## config.mk

```make
export PLATFORM = sky130hd
export DESIGN_NAME = uart_tx_arbiter
export DESIGN_NICKNAME = d
export VERILOG_FILES = /design/src/rtl/uart_tx_arbiter.sv
export SDC_FILE = /design/constraint.sdc
export NUM_CORES = 1
export LEC_CHECK = 0
export ABC_AREA = 0
export BUFFER_PORTS_ARGS = -buffer_cell sky130_fd_sc_hd__buf_2
export CAP_MARGIN = 20
export CORE_ASPECT_RATIO = 1.5
export CORE_MARGIN = 4
export CORE_UTILIZATION = 45
export DETAILED_ROUTE_END_ITERATION = 8
export HOLD_SLACK_MARGIN = 0.06
export PLACE_DENSITY = 0.73
export SYNTH_ARGS = -nofsm -noshare
export SYNTH_HDL_FRONTEND = slang
export SYNTH_SLANG_ARGS = --single-unit
```

## constraint.sdc

```tcl
create_clock -name PCLK -period 3.01 [get_ports PCLK]
set_input_delay 0.903 -clock PCLK [delete_from_list [all_inputs] [get_ports PCLK]]
set_output_delay 0.903 -clock PCLK [all_outputs]
set_load 0.02 [all_outputs]
```

## src/rtl/uart_tx_arbiter.sv

```systemverilog
// uart_tx_arbiter: round-robin scheduler sharing one UART_TX serializer between NUM_REQ byte sources
module uart_tx_arbiter #(
  parameter int NUM_REQ       = 4,
  parameter int DATA_BITS     = 8,
  parameter int MAX_BURST     = 4,
  parameter int START_TIMEOUT = 4,
  localparam int IDW          = (NUM_REQ > 2) ? $clog2(NUM_REQ) : 1
) (
  input  logic                           PCLK,
  input  logic                           PRESETn,
  input  logic [NUM_REQ-1:0]             req_valid,
  input  logic [NUM_REQ*DATA_BITS-1:0]   req_data,
  output logic [NUM_REQ-1:0]             req_ready,
  output logic                           tx_start,
  output logic [DATA_BITS-1:0]           tx_data,
  input  logic                           tx_busy,
  output logic [IDW-1:0]                 grant_id,
  output logic                           grant_active,
  output logic                           start_err
);
  localparam int BW = (MAX_BURST > 2) ? $clog2(MAX_BURST) : 1;
  localparam int WW = $clog2(START_TIMEOUT + 1);
  typedef enum logic [1:0] {IDLE, LOAD, WAIT_BUSY, WAIT_DONE} state_t;
  state_t               r_state;
  logic [IDW-1:0]       r_ptr;
  logic [BW-1:0]        r_burst;
  logic [WW-1:0]        r_wd;
  logic [IDW-1:0]       w_nxt, w_base, w_win, w_id;
  logic                 w_keep, w_load;
  logic [DATA_BITS-1:0] w_data;
  function automatic logic [IDW-1:0] rr_pick(input logic [IDW-1:0] base, input logic [NUM_REQ-1:0] valid);
    logic [IDW-1:0] win;
    win = base;
    for (int k = NUM_REQ - 1; k >= 0; k--)
      if (valid[(int'(base) + k) % NUM_REQ]) win = IDW'((int'(base) + k) % NUM_REQ);
    return win;
  endfunction
  // at a frame end the scan starts one past the current grant, as if the pointer had already advanced
  always_comb begin
    w_nxt  = (int'(grant_id) == NUM_REQ - 1) ? '0 : grant_id + 1'b1;
    w_keep = req_valid[grant_id] && (int'(r_burst) < MAX_BURST - 1);
    w_base = (r_state == WAIT_DONE) ? w_nxt : r_ptr;
    w_win  = rr_pick(w_base, req_valid);
    w_id   = (r_state == WAIT_DONE && w_keep) ? grant_id : w_win;
    w_data = req_data[int'(w_id) * DATA_BITS +: DATA_BITS];
    w_load = |req_valid && (r_state == IDLE || (r_state == WAIT_DONE && !tx_busy));
  end
  always_ff @(posedge PCLK) begin
    if (!PRESETn) begin
      r_state      <= IDLE;
      r_ptr        <= '0;
      r_burst      <= '0;
      r_wd         <= '0;
      req_ready    <= '0;
      tx_start     <= 1'b0;
      tx_data      <= '0;
      grant_id     <= '0;
      grant_active <= 1'b0;
      start_err    <= 1'b0;
    end else begin
      tx_start  <= w_load;
      req_ready <= w_load ? NUM_REQ'(1) << w_id : '0;
      start_err <= 1'b0;
      if (w_load) begin
        r_state      <= LOAD;
        grant_id     <= w_id;
        tx_data      <= w_data;
        grant_active <= 1'b1;
        r_burst      <= (r_state == WAIT_DONE && w_keep) ? r_burst + 1'b1 : '0;
        if (r_state == WAIT_DONE && !w_keep) r_ptr <= w_nxt;
      end else begin
        case (r_state)
          LOAD: begin
            r_wd    <= '0;
            r_state <= WAIT_BUSY;
          end
          WAIT_BUSY:
            if (tx_busy) r_state <= WAIT_DONE;
            else if (r_wd == WW'(START_TIMEOUT - 1)) begin
              start_err    <= 1'b1;
              grant_active <= 1'b0;
              r_ptr        <= w_nxt;
              r_state      <= IDLE;
            end else r_wd <= r_wd + 1'b1;
          WAIT_DONE:
            if (!tx_busy) begin
              grant_active <= 1'b0;
              r_ptr        <= w_nxt;
              r_state      <= IDLE;
            end
          default: ;
        endcase
      end
    end
  end
endmodule

```

==> results of run 1 <==
cell usage after synthesis:
library cell,instances
dfxtp_1,26
nand2_1,23
mux2i_1,13
nand3_1,12
nor2_1,12
inv_1,8
a21oi_1,7
a2bb2oi_1,7
ha_1,7
o21ai_0,6
nor2b_1,4
and3_1,3
mux2_2,3
nor3_1,3
a211oi_1,2
buf_6,2
o31a_1,2
o32a_1,2
a221oi_1,1
a221oi_2,1
a22oi_1,1
and4b_1,1
clkbuf_1,1
mux2i_4,1
nand2b_1,1
nand3b_1,1
nor3_2,1
nor3b_1,1
nor3b_2,1
nor3b_4,1
o211ai_1,1
o21ai_1,1
o21ai_2,1
o22ai_1,1
o32ai_2,1
o41ai_4,1
or2_2,1
or3_1,1
or3b_1,1
final timing paths:
check | from | endpoint | slack, ps
hold / removal | r_ptr[0] | r_ptr[0] | 450
setup / recovery | grant_id[1] | tx_data[1] | 360
setup reg to reg | grant_id[1] | tx_data[1] | 360
hold reg to reg | r_ptr[0] | r_ptr[0] | 450
placed cells by master (no fill, tap or decap), drive strengths merged, types with 2 or more instances in the layout:
master   count
buf         65
dfxtp       26
nand2       23
mux2i       14
nor2        12
nand3       12
inv          8
o21ai        8
a21oi        7
a2bb2oi      7
ha           7
nor2b        4
nor3         4
mux2         3
and3         3
clkbuf       3
nor3b        3
o32a         2
o31a         2
a211oi       2
a221oi       2
worst max-delay path, delay by kind of cell (launching register included):
kind / cells / cell delay, ps
and+or+nand+nor: 1 / 90
DFF: 1 / 470
adders and majority gates: 1 / 330
muxes: 3 / 680
AOI/OAI and AO/OA: 3 / 730
buffers and inverters: 1 / 240
layout make-up:
type / instances / share of cell area
clock buffer: 3 / 0.02148
clock inverter: 1 / 0.01563
inverter: 8 / 0.01563
multi-input combinational: 126 / 0.4681
sequential: 26 / 0.2708
tap: 40 / 0.02604
timing repair buffer: 65 / 0.1823
registers in the layout, indices dropped and copies added (netlist names):
signal / count
grant_active: 1
r_ptr: 2
tx_data: 8
req_ready: 4
r_wd: 3
r_burst: 2
grant_id: 2
start_err: 1
r_state: 2
tx_start: 1
stage by stage:
step / worst slack, ps / cell area [µm²] / power, mW / util / hold slack, ps
global route: 204.5 / 1922 / 1.193 / 0.6083 / 468.5
floorplan: 444.3 / 1476 / 0.6962 / - / 427.3
finish: 359.2 / 1922 / 1.123 / 0.6083 / 451.1
global placement: 284.9 / 1851 / 0.8401 / 0.5857 / 438.1
detailed placement: 217.1 / 1851 / 0.8435 / 0.5857 / 438.9
CTS: 350.6 / 1922 / 1.134 / 0.6083 / 451.5
kinds of logic after synthesis:
group	count (synthesis)	synth area share
DFF	26	0.3525
adders and majority gates	7	0.05932
muxes	17	0.1263
and+or+nand+nor	67	0.2331
AOI/OAI and AO/OA	35	0.1907
buffers and inverters	11	0.03813
power breakdown:
group | switching (mW) | internal [mW]
Sequential | 0.0248 | 0.391
Combinational | 0.238 | 0.181
Clock | 0.110 | 0.178
layer usage:
layer	global-route usage	wire [µm]
met3	0.03416	234
met5	0	0
met4	0.08229	82
met1	0.2322	1457
met2	0.3152	1891
==> flow_summary.json, run 1 <==
{
  "routedWlPerCell_um": 13.62,
  "yosys_warnings": 0,
  "crit_slowest_cell": "dfxtp_1",
  "rsz0062_at_grt": "false",
  "synthCells": 163,
  "p_per_area_nw_per_um2": 584.3,
  "finalSetupViolCount": 0,
  "clkTransAtPathRegs_ps": 90,
  "start_util": 0.4673,
  "io_pins": 56,
  "synth_area_um2": 1476,
  "tightest_slew_ps": 507.4,
  "crit_top_cell": "mux2i_1",
  "synthesis.nets": 209,
  "die_h_um": 78.15,
  "clock_skew_ps": 1.331,
  "dpl.hpwl_um": 2949,
  "hold_viol_final": 0,
  "synth_top_area_cell": "dfxtp_1",
  "critPathCaptureType": "register",
  "drt-initial-drc-count": 32,
  "grt_max_degree": 16,
  "cp.arrival_ps": 2810,
  "clk_latency_ps": 270,
  "overflow": 0,
  "cts_buffer_depth": 2,
  "antenna_found_initial": 0,
  "postCtsResizedCells": 0,
  "multiInputGateArea_um2": 899.6,
  "critical_path_class": "register to register",
  "fin_nets": 276,
  "synth.distinct_cells": 39,
  "yosysSeqAreaShare": 0.3525,
  "fillCellCount": 307,
  "placedCellCount": 265,
  "drt-total-wl_um": 3665,
  "die_area_um2": 4280,
  "syn_area_per_cell_um2": 9.058,
  "critPathMaxFanout": 7,
  "synthToLayoutAreaGrowth_pct": 30.17,
  "clock-root-buffer": "clkbuf_8",
  "synth_top_area_share": 0.3525,
  "fp-row-count": 25,
  "via_per_inst": 5.398,
  "slowest_delay_ps": 470,
  "max-vdd-ir-drop_uv": 490.8,
  "io_buffers": 55,
  "grt_pass1_wl_um": 6237,
  "period_share": 0.8807,
  "cap_viol_max_count": 0,
  "path_cells": "ha_1, mux2i_4, mux2i_1, a211oi_1, o41ai_4, buf_4, mux2i_1, a2bb2oi_1, nand3_1",
  "crit_required_ps": 3170,
  "fmaxAchievable_mhz": 377.2,
  "ys_seq_elements": 26,
  "vias": 1452,
  "min_path_cells": 2,
  "instances_no_fill": 269,
  "dr.pass1.iters": 4,
  "htree_levels": 1,
  "seqCellArea_um2": 520.5,
  "coreArea_um2": 3159,
  "drive_gt1_frac": 0.3537,
  "place.gp.congestion": 0.8488,
  "antenna_left": 0,
  "grt_pass1_vias": 1469,
  "outcome": "finished, final reports clean",
  "cts.sinks": 26,
  "holdBufCountCts": 0,
  "synth_area_leaders": "dfxtp_1, mux2i_1, ha_1",
  "worstHoldPathType": "register to register",
  "finalMaxSlewViolations": 0,
  "die_x_um": 54.77,
  "min_period_ps": 2651,
  "drc": 0,
  "postCtsSetupBuffers": 0,
  "cellLeakagePower_nw": 0.9161,
  "worstRegToRegCells": 9,
  "antenna_cells": 0,
  "cts_buffers": 3,
  "finalSetupTns_ps": 0,
  "slew_headroom": 0.6610,
  "start_kind": "register",
  "cts_tree": "yes",
  "gr-usage-all-layers": 0.1913
}
(Power assumes the default switching activity.)
==> run 2: changes to the inputs <==
CORE_ASPECT_RATIO = 1.75   (was 1.5)
==> run 2 against run 1 <==
Die area up 0.41%; sequential power up 1%; largest power group is now registers; critical path depth unchanged; global-route usage down 0.38 points; clock-buffer cell count unchanged; clock skew up 1.6 ps; flip-flop and latch count unchanged; worst setup slack worse by 100 ps; clock power about the same; combinational power down 3%; register-to-register slack worse by 100 ps.
==> flow_summary.json, run 2 (same netlist as run 1, synthesis figures left out) <==
{
  "instances_no_fill": 270,
  "start_util": 0.4699,
  "largest_reg_flops": 8,
  "antenna_cells": 0,
  "coreArea_um2": 3142,
  "io_pins": 56,
  "grt_pass1_wl_um": 6299,
  "crit_required_ps": 3180,
  "critPathMaxFanout": 8,
  "drc": 0,
  "hold_viol_final": 0,
  "drt-initial-drc-count": 31,
  "finalSetupTns_ps": 0,
  "hold_start": "r_wd[2]",
  "grt_pass1_vias": 1465,
  "finalSetupViolCount": 0,
  "place.gp.congestion": 0.8225,
  "vias": 1406,
  "synthToLayoutAreaGrowth_pct": 29.41,
  "htree_levels": 1,
  "io_buffers": 55,
  "die_area_um2": 4298,
  "final_cell_mix": "buf_2, dfxtp_1, nand2_1, mux2i_1",
  "antenna_left": 0,
  "clk_latency_ps": 280,
  "final_common_cell": "buf_2",
  "period_share": 0.9155,
  "start_kind": "register",
  "reg_top3": "tx_data (8), req_ready (4), r_wd (3)",
  "min_period_ps": 2756,
  "clkTransAtPathRegs_ps": 90,
  "cts_buffer_depth": 2,
  "critPathCaptureType": "register",
  "routedWlPerCell_um": 13.60,
  "crit_start": "grant_id[0]",
  "worstHoldPathType": "register to register",
  "p_per_area_nw_per_um2": 585.8,
  "fp-row-count": 27,
  "tightest_slew_ps": 474.0,
  "cts.sinks": 26,
  "top_register": "tx_data",
  "antenna_found_initial": 0,
  "clock-root-buffer": "clkbuf_8",
  "finalMaxSlewViolations": 0,
  "via_per_inst": 5.207,
  "critical_path_class": "register to register",
  "r2r-start": "grant_id[0]",
  "outcome": "finished, final reports clean",
  "drt-total-wl_um": 3673,
  "dpl.hpwl_um": 2972,
  "drive_gt1_frac": 0.3480,
  "fin_nets": 274,
  "cp.arrival_ps": 2920,
  "postCtsResizedCells": 0,
  "die_x_um": 51.30,
  "postCtsSetupBuffers": 0,
  "cts_tree": "yes",
  "cts_buffers": 3,
  "slew_headroom": 0.6819,
  "die_h_um": 83.78,
  "rsz0062_at_grt": "false",
  "clock_skew_ps": 2.911,
  "max-vdd-ir-drop_uv": 434.9,
  "grt_max_degree": 16,
  "holdBufCountCts": 0,
  "gr-usage-all-layers": 0.1875,
  "overflow": 0,
  "cap_viol_max_count": 0,
  "fmaxAchievable_mhz": 362.9,
  "dr.pass1.iters": 4,
  "cellLeakagePower_nw": 0.9064,
  "placedCellCount": 266
}
run 2: cell types whose count changed in the layout (fill, tap and decap cells not counted), sizes merged:
cell / delta
buf: -2
run 2: path summary, 6_finish.rpt:
check / endpoint / slack (ps) / depth (start not counted)
hold reg to reg: r_wd[2] / 450 / 2
setup / recovery: tx_data[2] / 250 / 9
setup reg to reg: tx_data[2] / 250 / 9
hold / removal: r_wd[2] / 450 / 2
run 2: per-layer routing:
| metal | GRT usage | vias to the layer above | share of wire |
|---|---|---|---|
| met5 | 0 | - | 0 |
| met4 | 0.1074 | 0 | 0.041 |
| met3 | 0.02862 | 13 | 0.052 |
| met2 | 0.3384 | 50 | 0.52 |
| met1 | 0.1958 | 622 | 0.38 |
| li1 | - | 721 | - |
run 2: layout make-up:
cell class / count / area [µm²]
Sequential cell: 26 / 520.5
Clock buffer: 3 / 41.29
Fill cell: 288 / 1231
Tap cell: 43 / 53.80
Timing Repair Buffer: 63 / 335.3
Multi-Input combinational cell: 126 / 899.6
Inverter: 8 / 30.03
Clock inverter: 1 / 30.03
run 2: worst max-delay path, stage by stage, from the launching register on:
cell	delay, ps
dfxtp_1	510
ha_1	320
mux2i_4	240
mux2i_1	280
a211oi_1	140
o41ai_4	410
buf_4	250
mux2i_1	230
a2bb2oi_1	180
nand3_1	90
run 2: metrics by stage:
stage	utilization	worst slack [ps]	power [mW]	area (µm²)	hold WS [ps]
floorplan	-	444.3	0.6962	1476	427.3
detailed placement	0.5854	206.7	0.8362	1839	442.1
finish	0.6081	254.3	1.119	1911	453.7
global placement	0.5854	264.2	0.8320	1839	434.8
CTS	0.6081	279.6	1.130	1911	457.2
global route	0.6081	138.8	1.189	1911	477.8
run 2: report_power, final:
part           total (mW)  internal, mW  switching (mW)
Combinational       0.406         0.175           0.231
Clock               0.291         0.178           0.113
Sequential          0.422         0.391          0.0307
Total                1.12         0.744           0.375
==> run 3: changes to the inputs <==
CORE_UTILIZATION = 48   (was 45)
PLACE_DENSITY = 0.77   (was 0.73)
==> run 3 against run 2 <==
Fmax rose by 4.6%; largest power group unchanged; first-iteration DRC count fell by 32%; sequential share of layout area rose by 0.16 points; routed wire length fell by 4.9%; clock power barely moved; combinational power rose by 2%; critical path type unchanged.
==> flow_summary.json, run 3 (same netlist as run 1, synthesis figures left out) <==
{
  "period_share": 0.8749,
  "min_period_ps": 2634,
  "slew_headroom": 0.6620,
  "postCtsSetupBuffers": 0,
  "drt-total-wl_um": 3492,
  "reg_top3": "tx_data (8), req_ready (4), r_wd (3)",
  "drive_gt1_frac": 0.3509,
  "rsz0062_at_grt": "false",
  "max-vdd-ir-drop_uv": 366.8,
  "hold_viol_final": 0,
  "cp.arrival_ps": 2810,
  "coreArea_um2": 2928,
  "fin_hold_ws_ps": 456.1,
  "holdBufCountCts": 0,
  "fp-row-count": 26,
  "cts_buffer_depth": 2,
  "die_x_um": 49.93,
  "outcome": "finished, final reports clean",
  "gr-usage-all-layers": 0.1874,
  "start_util": 0.5043,
  "clkTransAtPathRegs_ps": 90,
  "met2_length_um": 1922,
  "io_buffers": 55,
  "tightest_slew_ps": 504.0,
  "finalSetupViolCount": 0,
  "critPathMaxFanout": 9,
  "largest_reg_flops": 8,
  "clock_skew_ps": 2.282,
  "start_kind": "register",
  "cts_buffers": 3,
  "grt_max_degree": 16,
  "drc": 0,
  "cts_tree": "yes",
  "crit_required_ps": 3180,
  "place.gp.congestion": 0.8227,
  "via_per_inst": 5.547,
  "clock-root-buffer": "clkbuf_8",
  "routedWlPerCell_um": 13.64,
  "fin_nets": 275,
  "critPathCaptureType": "register",
  "grt_pass1_wl_um": 6065,
  "grt_pass1_vias": 1416,
  "top_layer": "met4",
  "top_register": "tx_data",
  "overflow": 0,
  "drt-initial-drc-count": 21,
  "cts.sinks": 26,
  "clk_latency_ps": 270,
  "die_h_um": 81.37,
  "io_pins": 56,
  "placed_area_um2": 1828,
  "antenna_cells": 0,
  "finalSetupTns_ps": 0,
  "drt-met1-wl_um": 1323,
  "die_area_um2": 4062,
  "worstHoldPathType": "register to register",
  "met3WireLength_um": 202,
  "antenna_found_initial": 0,
  "final_cell_mix": "buf_2, dfxtp_1, nand2_1, mux2i_1",
  "final_area_um2": 1899,
  "finalMaxSlewViolations": 0,
  "postCtsResizedCells": 0,
  "power_mw": 1.120,
  "dpl.hpwl_um": 2868,
  "cellLeakagePower_nw": 0.9116,
  "htree_levels": 1,
  "p_per_area_nw_per_um2": 589.8,
  "vias": 1420,
  "cap_viol_max_count": 0,
  "antenna_left": 0,
  "final_common_cell": "buf_2",
  "fmaxAchievable_mhz": 379.7,
  "dr.pass1.iters": 4,
  "synthToLayoutAreaGrowth_pct": 28.64,
  "critical_path_class": "register to register"
}
run 3: cell types whose count changed in the layout (fill, tap and decap cells not counted), sizes merged:
cell / previous run / this run
buf: 63 / 64
run 3: report_power, final:
group	internal (mW)	switching (mW)	total, mW
Combinational	0.179	0.234	0.413
Clock	0.178	0.114	0.293
Sequential	0.391	0.0235	0.415
Total	0.748	0.372	1.12
run 3: critical path: stages, from the launching register on:
cell,delay (ps)
dfxtp_1,470
ha_1,320
mux2i_4,240
mux2i_1,240
a211oi_1,130
o41ai_4,400
buf_4,260
mux2i_1,210
a2bb2oi_1,170
nand3_1,80
run 3: final timing paths:
check / start / endpoint / slack [ps] / cells past startpoint
worst min register to register: r_wd[2] / r_wd[2] / 460 / 2
worst max-delay path: grant_id[1] / tx_data[4] / 380 / 9
worst max register to register: grant_id[1] / tx_data[4] / 380 / 9
worst min-delay path: r_wd[2] / r_wd[2] / 460 / 2
run 3: area by class of cell:
| class | count | area [µm²] |
|---|---|---|
| clock buffers | 3 | 41.29 |
| clock inverters | 1 | 30.03 |
| fillers | 260 | 1028 |
| inverters | 8 | 30.03 |
| multi-input cells | 126 | 899.6 |
| flip-flops and latches | 26 | 520.5 |
| well taps | 28 | 35.03 |
| repair buffers | 64 | 342.8 |
run 3: per-stage QoR:
stage,util,setup slack (ps),instances
after floorplan,-,444.3,163
final,0.6487,376.4,256
after global routing,0.6487,173.2,256
after global placement,0.6244,278.6,252
after detailed placement,0.6244,230.2,252
after CTS,0.6487,369.2,256
run 3: per-layer routing:
metal	vias up	global-route usage
met5	-	0
met4	0	0.05817
met3	5	0.02752
met2	44	0.3753
met1	645	0.1937
li1	726	-
